===== src/rtl/sonar_ranger.sv =====
// rtl/sonar_ranger.sv - memory-mapped ultrasonic ranger: trigger pulse, echo width timing, status/result registers
// Optional macro SONAR_AUTO_REPEAT_EN: CTRL bit1 re-arms a new measurement after a holdoff.
module sonar_ranger #(
  parameter logic [11:0] BASE_ADDR      = 12'hF00,
  parameter int          TRIG_CYCLES    = 500,
  parameter int          TIMEOUT_CYCLES = 1500000,
  parameter int          CNT_W          = 32
) (
  input  logic        clock,
  input  logic        reset,
  input  logic        wEn,
  input  logic [11:0] addr,
  input  logic [31:0] dataIn,
  output logic [31:0] dataOut,
  output logic        sel,
  output logic        trig,
  input  logic        echo,
  output logic        busy,
  output logic        irq
);

  localparam logic [11:0]      LP_STAT_ADDR = BASE_ADDR + 12'd1;
  localparam logic [11:0]      LP_RES_ADDR  = BASE_ADDR + 12'd2;
  localparam logic [CNT_W-1:0] LP_TRIG_LAST = CNT_W'(TRIG_CYCLES - 1);
  localparam logic [CNT_W-1:0] LP_TO_LAST   = CNT_W'(TIMEOUT_CYCLES - 1);
  localparam logic [CNT_W-1:0] LP_TO_FULL   = CNT_W'(TIMEOUT_CYCLES);

  typedef enum logic [2:0] {
    S_IDLE,
    S_TRIG,
    S_WAIT_RISE,
    S_MEASURE,
    S_DONE
  } state_t;

  state_t           r_state, w_next;
  logic [CNT_W-1:0] r_cnt, w_cnt_nx;
  logic [CNT_W-1:0] r_result, w_result_nx;
  logic             r_valid, w_valid_nx;
  logic             r_timeout, w_timeout_nx;
  logic             r_trig, r_busy, r_irq;
  logic [31:0]      r_dout;
  logic             r_echo_s1, r_echo_s2, r_echo_s3;
  logic             w_ctrl_wr, w_start, w_rise, w_level, w_repeat;
  logic             w_unused_din;

  assign w_ctrl_wr = wEn && (addr == BASE_ADDR);
  assign w_start   = w_ctrl_wr && dataIn[0];
  // s3 is the edge-detect history; measuring on s3 lines the count up with the rise cycle
  assign w_rise    = r_echo_s2 & ~r_echo_s3;
  assign w_level   = r_echo_s3;

`ifdef SONAR_AUTO_REPEAT_EN
  logic r_repeat;
  always_ff @(posedge clock or posedge reset) begin
    if (reset) begin
      r_repeat <= 1'b0;
    end else if (w_ctrl_wr) begin
      r_repeat <= dataIn[1];
    end
  end
  assign w_repeat     = r_repeat;
  assign w_unused_din = ^dataIn[31:2];
`else
  assign w_repeat     = 1'b0;
  assign w_unused_din = ^dataIn[31:1];
`endif

  always_ff @(posedge clock or posedge reset) begin
    if (reset) begin
      r_echo_s1 <= 1'b0;
      r_echo_s2 <= 1'b0;
      r_echo_s3 <= 1'b0;
    end else begin
      r_echo_s1 <= echo;
      r_echo_s2 <= r_echo_s1;
      r_echo_s3 <= r_echo_s2;
    end
  end

  always_ff @(posedge clock or posedge reset) begin
    if (reset) begin
      r_state   <= S_IDLE;
      r_cnt     <= '0;
      r_result  <= '0;
      r_valid   <= 1'b0;
      r_timeout <= 1'b0;
      r_trig    <= 1'b0;
      r_busy    <= 1'b0;
      r_irq     <= 1'b0;
    end else begin
      r_state   <= w_next;
      r_cnt     <= w_cnt_nx;
      r_result  <= w_result_nx;
      r_valid   <= w_valid_nx;
      r_timeout <= w_timeout_nx;
      r_trig    <= (w_next == S_TRIG);
      r_busy    <= (w_next == S_TRIG) || (w_next == S_WAIT_RISE) || (w_next == S_MEASURE);
      r_irq     <= (w_next == S_DONE) && (r_state != S_DONE);
    end
  end

  always_comb begin
    w_next       = r_state;
    w_cnt_nx     = r_cnt;
    w_result_nx  = r_result;
    w_valid_nx   = r_valid;
    w_timeout_nx = r_timeout;
    case (r_state)
      S_IDLE, S_DONE: begin
        if (w_start) begin
          w_next       = S_TRIG;
          w_cnt_nx     = '0;
          w_valid_nx   = 1'b0;
          w_timeout_nx = 1'b0;
        end else if ((r_state == S_DONE) && w_repeat) begin
          if (r_cnt == LP_TO_LAST) begin
            w_next       = S_TRIG;
            w_cnt_nx     = '0;
            w_valid_nx   = 1'b0;
            w_timeout_nx = 1'b0;
          end else begin
            w_cnt_nx = r_cnt + 1'b1;
          end
        end
      end
      S_TRIG: begin
        if (r_cnt == LP_TRIG_LAST) begin
          w_next   = S_WAIT_RISE;
          w_cnt_nx = '0;
        end else begin
          w_cnt_nx = r_cnt + 1'b1;
        end
      end
      S_WAIT_RISE: begin
        if (w_rise) begin
          w_next   = S_MEASURE;
          w_cnt_nx = '0;
        end else if (r_cnt == LP_TO_LAST) begin
          w_next       = S_DONE;
          w_cnt_nx     = '0;
          w_result_nx  = '0;
          w_timeout_nx = 1'b1;
        end else begin
          w_cnt_nx = r_cnt + 1'b1;
        end
      end
      S_MEASURE: begin
        if (!w_level) begin
          w_next      = S_DONE;
          w_cnt_nx    = '0;
          w_result_nx = r_cnt;
          w_valid_nx  = 1'b1;
        end else if (r_cnt == LP_TO_LAST) begin
          w_next       = S_DONE;
          w_cnt_nx     = '0;
          w_result_nx  = LP_TO_FULL;
          w_timeout_nx = 1'b1;
        end else begin
          w_cnt_nx = r_cnt + 1'b1;
        end
      end
      default: begin
        w_next   = S_IDLE;
        w_cnt_nx = '0;
      end
    endcase
  end

  // Registered read port samples pre-update values, matching RAM load latency
  always_ff @(posedge clock or posedge reset) begin
    if (reset) begin
      r_dout <= '0;
    end else begin
      case (addr)
        BASE_ADDR:    r_dout <= {30'b0, w_repeat, r_busy};
        LP_STAT_ADDR: r_dout <= {29'b0, r_timeout, r_valid, r_busy};
        LP_RES_ADDR:  r_dout <= 32'(r_result);
        default:      r_dout <= '0;
      endcase
    end
  end

  assign sel     = (addr == BASE_ADDR) || (addr == LP_STAT_ADDR) || (addr == LP_RES_ADDR);
  assign dataOut = r_dout;
  assign trig    = r_trig;
  assign busy    = r_busy;
  assign irq     = r_irq;

endmodule


===== config.mk =====
export PLATFORM = sky130hd
export DESIGN_NAME = sonar_ranger
export DESIGN_NICKNAME = d
export VERILOG_FILES = /design/src/rtl/sonar_ranger.sv
export SDC_FILE = /design/constraint.sdc
export NUM_CORES = 1
export LEC_CHECK = 0
export BUFFER_PORTS_ARGS = -buffer_cell sky130_fd_sc_hd__buf_2
export CAP_MARGIN = 20
export CORE_ASPECT_RATIO = 1.25
export CORE_UTILIZATION = 60
export CTS_BUF_LIST = sky130_fd_sc_hd__clkbuf_2
export CTS_CLUSTER_DIAMETER = 120
export DETAILED_ROUTE_END_ITERATION = 16
export PLACE_DENSITY = 0.93
export SLEW_MARGIN = 20
export SYNTH_ARGS = -nofsm -noshare
export SYNTH_HDL_FRONTEND = slang
export SYNTH_SLANG_ARGS = --single-unit

===== constraint.sdc =====
create_clock -name clock -period 7.28 [get_ports clock]
set_clock_uncertainty 0.15 [all_clocks]
set_input_delay 1.092 -clock clock [delete_from_list [all_inputs] [get_ports clock]]
set_output_delay 1.092 -clock clock [all_outputs]
set_load 0.01 [all_outputs]

Word level (Yosys, flattened, before mapping). Index checks and enable logic that the tools add are counted.

Word-level logic and storage cells: 75. Input bits: 48. Output and inout bits: 36. Register bits after elaboration: 107.

Reduce and logical (&&, ||, !) cells: 15. Equality and inequality tests: 20. Add/subtract/negate cells: 1. Muxes and demuxes: 25. Bitwise gates (word level): 2.

Operator list (number): 32-bit 2-to-1 mux (9); 32-bit case mux with 4 select lines (1); 32-bit case mux with 3 select lines (1); 32-bit case mux with 2 select lines (1); 12-bit == test, second input constant (3); 32-bit by 1-bit adder with 32-bit output, second input constant (1); 32-bit by 21-bit == test with 1-bit output, second input constant (1); 32-bit by 9-bit == test with 1-bit output, second input constant (1); 3-bit 2-to-1 mux (5); 3-bit by 2-bit == test with 1-bit output, second input constant (4); 3-bit case mux with 4 select lines (1); 2-bit inequality test, second input constant (5); 4-bit AND reduction (2); 3-bit by 1-bit == test with 1-bit output, second input constant (2); 3-bit == test, second input constant (2); 3-bit inequality test, second input constant (2); 1-bit 2-to-1 mux (5); 1-bit logical OR (4); 2-bit nonzero test (2); 1-bit logical AND (3); 3-bit zero test (1); 1-bit case mux with 3 select lines (1); 3-bit AND reduction (1); 3-bit nonzero test (1); other kinds (4) (4).

Depth between registers and ports, before layout.
Depth in word-level cells: 8. Depth in mapped cells: 9. Depth with buffers taken out: 7.

Worst setup path before layout. OpenSTA, ideal clock, no wires.

Kind: in2reg. From: input addr[3]. To: register r_cnt[14]. Arrival time: 3415 ps. Library setup time: 69 ps. Slack: 3646 ps. Cell stages on the path: 8. Path buffers: 2. Data required time: 7061 ps. Cell sequence: or4_1 > or4_1 > buf_2 > or4_4 > and2_4 > buf_6 > or4_1 > nand3_1.

Word-level cells in the longest chain between the ends: 4.

RTL lines: start, declared (line 12) `input logic [11:0] addr,`; 12-bit == test (line 47) `assign w_ctrl_wr = wEn && (addr == BASE_ADDR);`; 1-bit logical AND (line 47); 1-bit logical AND (line 48) `assign w_start = w_ctrl_wr && dataIn[0];`; 2-bit inequality test (no source line); end signal, assigned (line 93) `r_cnt <= w_cnt_nx;`; end, declared (line 37) `logic [CNT_W-1:0] r_cnt, w_cnt_nx;`.

Every way passes these cells. A chain may end at the register's enable or synchronous reset.

Final worst setup path.
From: input addr[3]. To: output sel.

Word-level cells in the longest chain between the ends: 3. Elaborated cells between the ends (all ways): 5. Classes of those cells: 3 x eq/ne; 2 x reduce/logical.

RTL lines: 12-bit == test (line 184) `assign sel = (addr == BASE_ADDR) || (addr == LP_STAT_ADDR) || (addr == LP_RES_ADDR);`; 1-bit logical OR (line 184); 1-bit logical OR (*) (line 184); end, declared (line 15) `output logic sel,`.

Every way passes the cells marked *; elsewhere a longest branch is shown, timed or not.

==> metrics.md <==
| Metric | Value |
|---|---|
| Largest family of logic cells by synthesized area | `simple AND/OR/NAND/NOR gates` |
| Syn Nets | `498` |
| Starting density of the core | `0.622` |
| Clk pwr share | `0.291` |
| Syn Area/Cell | `10.3 um^2` |
| Total gr overflow | `0` |
| Slew Limit Fails | `0` |
| Placed insts | `569` |
| Critical path cell sequence | `buf_2 > or4_1 > or4_1 > a21oi_1 > buf_2` |
| Vias in the first global route | `3651` |
| Power Density | `174 nW/um^2` |
| Drt first pass iters | `5` |
| WP data required | `6.04 ns` |
| Post-Synth Adder-Cell Area | `0.00270` |
| Initial antenna violation count | `0` |
| Max Root-Sink Buffers | `2` |
| Area share of the largest cell type after synthesis | `0.578` |
| Die area | `8080 um^2` |
| Startpoint Class | `primary input` |
| Area Overhead vs Synth | `8.89%` |
| CP peak stage delay | `0.55 ns` |
| Status | `finished, final reports clean` |
| GPL Wtd Cong | `0.914` |
| WHS | `0.239 ns` |
| Met2 wire len | `5.51 mm` |
| Relative slew slack | `0.390` |
| Reg2Reg Depth | `7` |
| Synth cell types | `42` |
| CORE AREA | `7440 um^2` |
| Antenna diodes | `0` |
| Final Hold Viols | `0` |
| CTS root buffer | `clkbuf_2` |
| Routed length on met1 | `4.11 mm` |
| Non-filler cells, final | `585` |
| Synth warnings | `0` |
| Post-synthesis register bit count | `107` |
| Seq pwr share | `0.683` |
| Reg2reg setup slack | `3.63 ns` |
| Final Cell Area | `5040 um^2` |
| Seq/Total Area, Yosys | `0.578` |
| Routed WL | `10.9 mm` |
| Fmax | `262 MHz` |
| Hold Crit Class | `reg -> reg` |
| Post-detailed-route count of antenna-violating nets | `0` |
| Min-Delay Path Depth | `0` |
| DR vias | `3882` |
| Num CTS Buffers | `9` |
| Period minus WS final | `3.81 ns` |
| Post-CTS Resized | `0` |
| CP max-delay cell | `or4_1` |
| Layout cells sized above 1 | `0.168` |
| CTS clk-pin slew, worst paths | `0.25 ns` |
| R2R Path Start | `r_cnt[1]` |
| # IOs | `84` |
| Worst path arrival time | `2.57 ns` |
| Final layout net count | `537` |
| Hold Startpoint | `r_echo_s1` |
| Peak supply drop | `0.113 mV` |
| Post-CTS Hold Buffers | `0` |
| Post-CTS Setup Inserts | `0` |
| P_sw | `223 uW` |
| H-tree depth | `3` |
| First-pass GRT wire length | `17.8 mm` |
| Tot GR Track Use | `0.292` |
| Area of placed instances | `4940 um^2` |
| Residual DRC | `0` |
| Clk Latency, worst-skew pair | `0.58 ns` |
| Synth Area in Simple Gates | `0.235` |
| Main area contributors after synthesis | `dfrtp_1 58%, a22o_1 5.1%, and2_1 3.9%, nand2_1 3.2%, nor2_1 2.5%` |
| Pin count of the biggest net entering global routing | `66` |
| Die height | `100 um` |
| Sink of the worst hold path | `r_echo_s2` |
| Dpl hpwl | `7.20 mm` |
| Tcrit/Tclk final | `0.524` |
| EDFF count, synth | `0` |
| Asr flop ratio synth | `1.00` |
| Leakage | `2.40 nW` |
| Most common cell after layout, fill and taps aside | `dfrtp_1` |
| Crit Path Class | `in -> out` |
| Setup TNS | `0 ns` |
| Wire length on met3 | `861 um` |
| Switching share of power | `0.253` |
| Wire per inst | `18.6 um` |
| I/O Buffers | `52` |
| Ys flop type | `dfrtp_1` |
| Post-Syn Instances | `449` |
| R2r endpoint | `r_cnt[11]` |
| Endpoints failing setup | `0` |
| Chip Width | `80.6 um` |
| Post-synthesis mux area share | `0` |
| Crit path max fanout | `6` |
| Worst Max-Slew Pin Slew | `0.906 ns` |
| Initial drt markers | `626` |
| TritonCTS clock tree | `built` |
| Max Cap Viol | `0` |
| Biggest area consumer among synthesized cells | `dfrtp_1` |
| Final Total Pwr | `878 uW` |
| Synth Cell Area | `4630 um^2` |
| Most frequent cells in the layout | `107 x dfrtp_1, 52 x buf_2, 39 x nand2_1, 31 x nor2_1, 29 x and2_1` |
| Combinational power share | `0.025` |
| CP endpoint kind | `output port` |
| Post-synthesis compound-gate area fraction | `0.150` |
| Vias per inst | `6.64` |
| RSZ-0062 raised after global routing | `no` |
| Row cnt | `35` |
| XOR/XNOR Fraction of Synth Area | `0` |
| Top layer in use | `met4` |
| CTS Sinks | `107` |
| Internal power | `656 uW` |
power groups by stage:
stage                     clock network, mW  logic [mW]  registers (mW)
after floorplan                           0      0.0139           0.608
after global placement                    0      0.0213           0.609
after detailed placement                  0      0.0228           0.609
after CTS                             0.257      0.0229           0.600
after global routing                  0.280      0.0258           0.601
final                                 0.256      0.0224           0.600
logic make-up (layout without fill, tap and decap cells):
kind of cell	after synthesis	count (layout)
and+or+nand+nor	202	202
AOI/OAI and AO/OA	100	100
buffers and inverters	39	83
adders and majority gates	1	1
DFF	107	107
worst max-delay path, delay by kind of cell:
kind | cells | cell delay [ns]
and+or+nand+nor | 2 | 1.05
AOI/OAI and AO/OA | 1 | 0.18
buffers and inverters | 2 | 0.25
final cells by class:
| type | count | area (um^2) |
|---|---|---|
| inverters | 12 | 47.5 |
| repair buffers | 55 | 283 |
| flip-flops and latches | 107 | 2680 |
| well taps | 92 | 115 |
| clock inverters | 7 | 60.1 |
| clock buffers | 9 | 45.0 |
| fillers | 482 | 2400 |
| multi-input cells | 303 | 1820 |
metrics by stage:
stage                     setup slack, ns  utilization
after floorplan                      3.22            -
after global placement               3.42        0.662
after detailed placement             3.30        0.663
after CTS                            3.47        0.677
after global routing                 3.40        0.677
final                                3.47        0.677
cell usage after synthesis (4+ instances only):
| master | count |
|---|---|
| nand2b_1 | 4 |
| a31oi_1 | 8 |
| nor4_1 | 8 |
| o31ai_1 | 10 |
| a21oi_1 | 15 |
| buf_2 | 4 |
| a21o_1 | 6 |
| or3_1 | 10 |
| nand4_1 | 10 |
| inv_1 | 12 |
| o211ai_1 | 5 |
| dfrtp_1 | 107 |
| nor2_1 | 31 |
| or2_2 | 5 |
| nand2_1 | 39 |
| and2_1 | 29 |
| or4_1 | 9 |
| o21ai_0 | 19 |
| a22o_1 | 27 |
| clkbuf_1 | 22 |
| nor3_1 | 12 |
| nand3_1 | 22 |
| nor2b_1 | 8 |
metal layers:
layer	track usage	vias up
met1	0.380	1854
li1	-	1697
met5	0	-
met4	0.125	0
met3	0.0591	58
met2	0.475	273
sequential cells by signal, summed over array words and instances, names as in the netlist:
name       cells
r_echo_s2      1
dataOut       32
r_valid        1
busy           1
r_cnt         32
r_result      32
trig           1
r_echo_s3      1
irq            1
r_timeout      1
r_echo_s1      1
r_state        3
how the worst max path moves through the flow:
stage	cells past startpoint	startpoint	slack, ns	end
2_1_floorplan	1	reset	3.22	busy
3_3_place_gp	7	addr[3]	3.42	r_cnt[6]
3_5_place_dp	7	addr[3]	3.30	r_cnt[7]
4_1_cts	5	addr[3]	3.47	sel
5_1_grt	5	addr[3]	3.40	sel
6_report	5	addr[3]	3.47	sel
No activity file was read; power rests on OpenSTA's default activity.
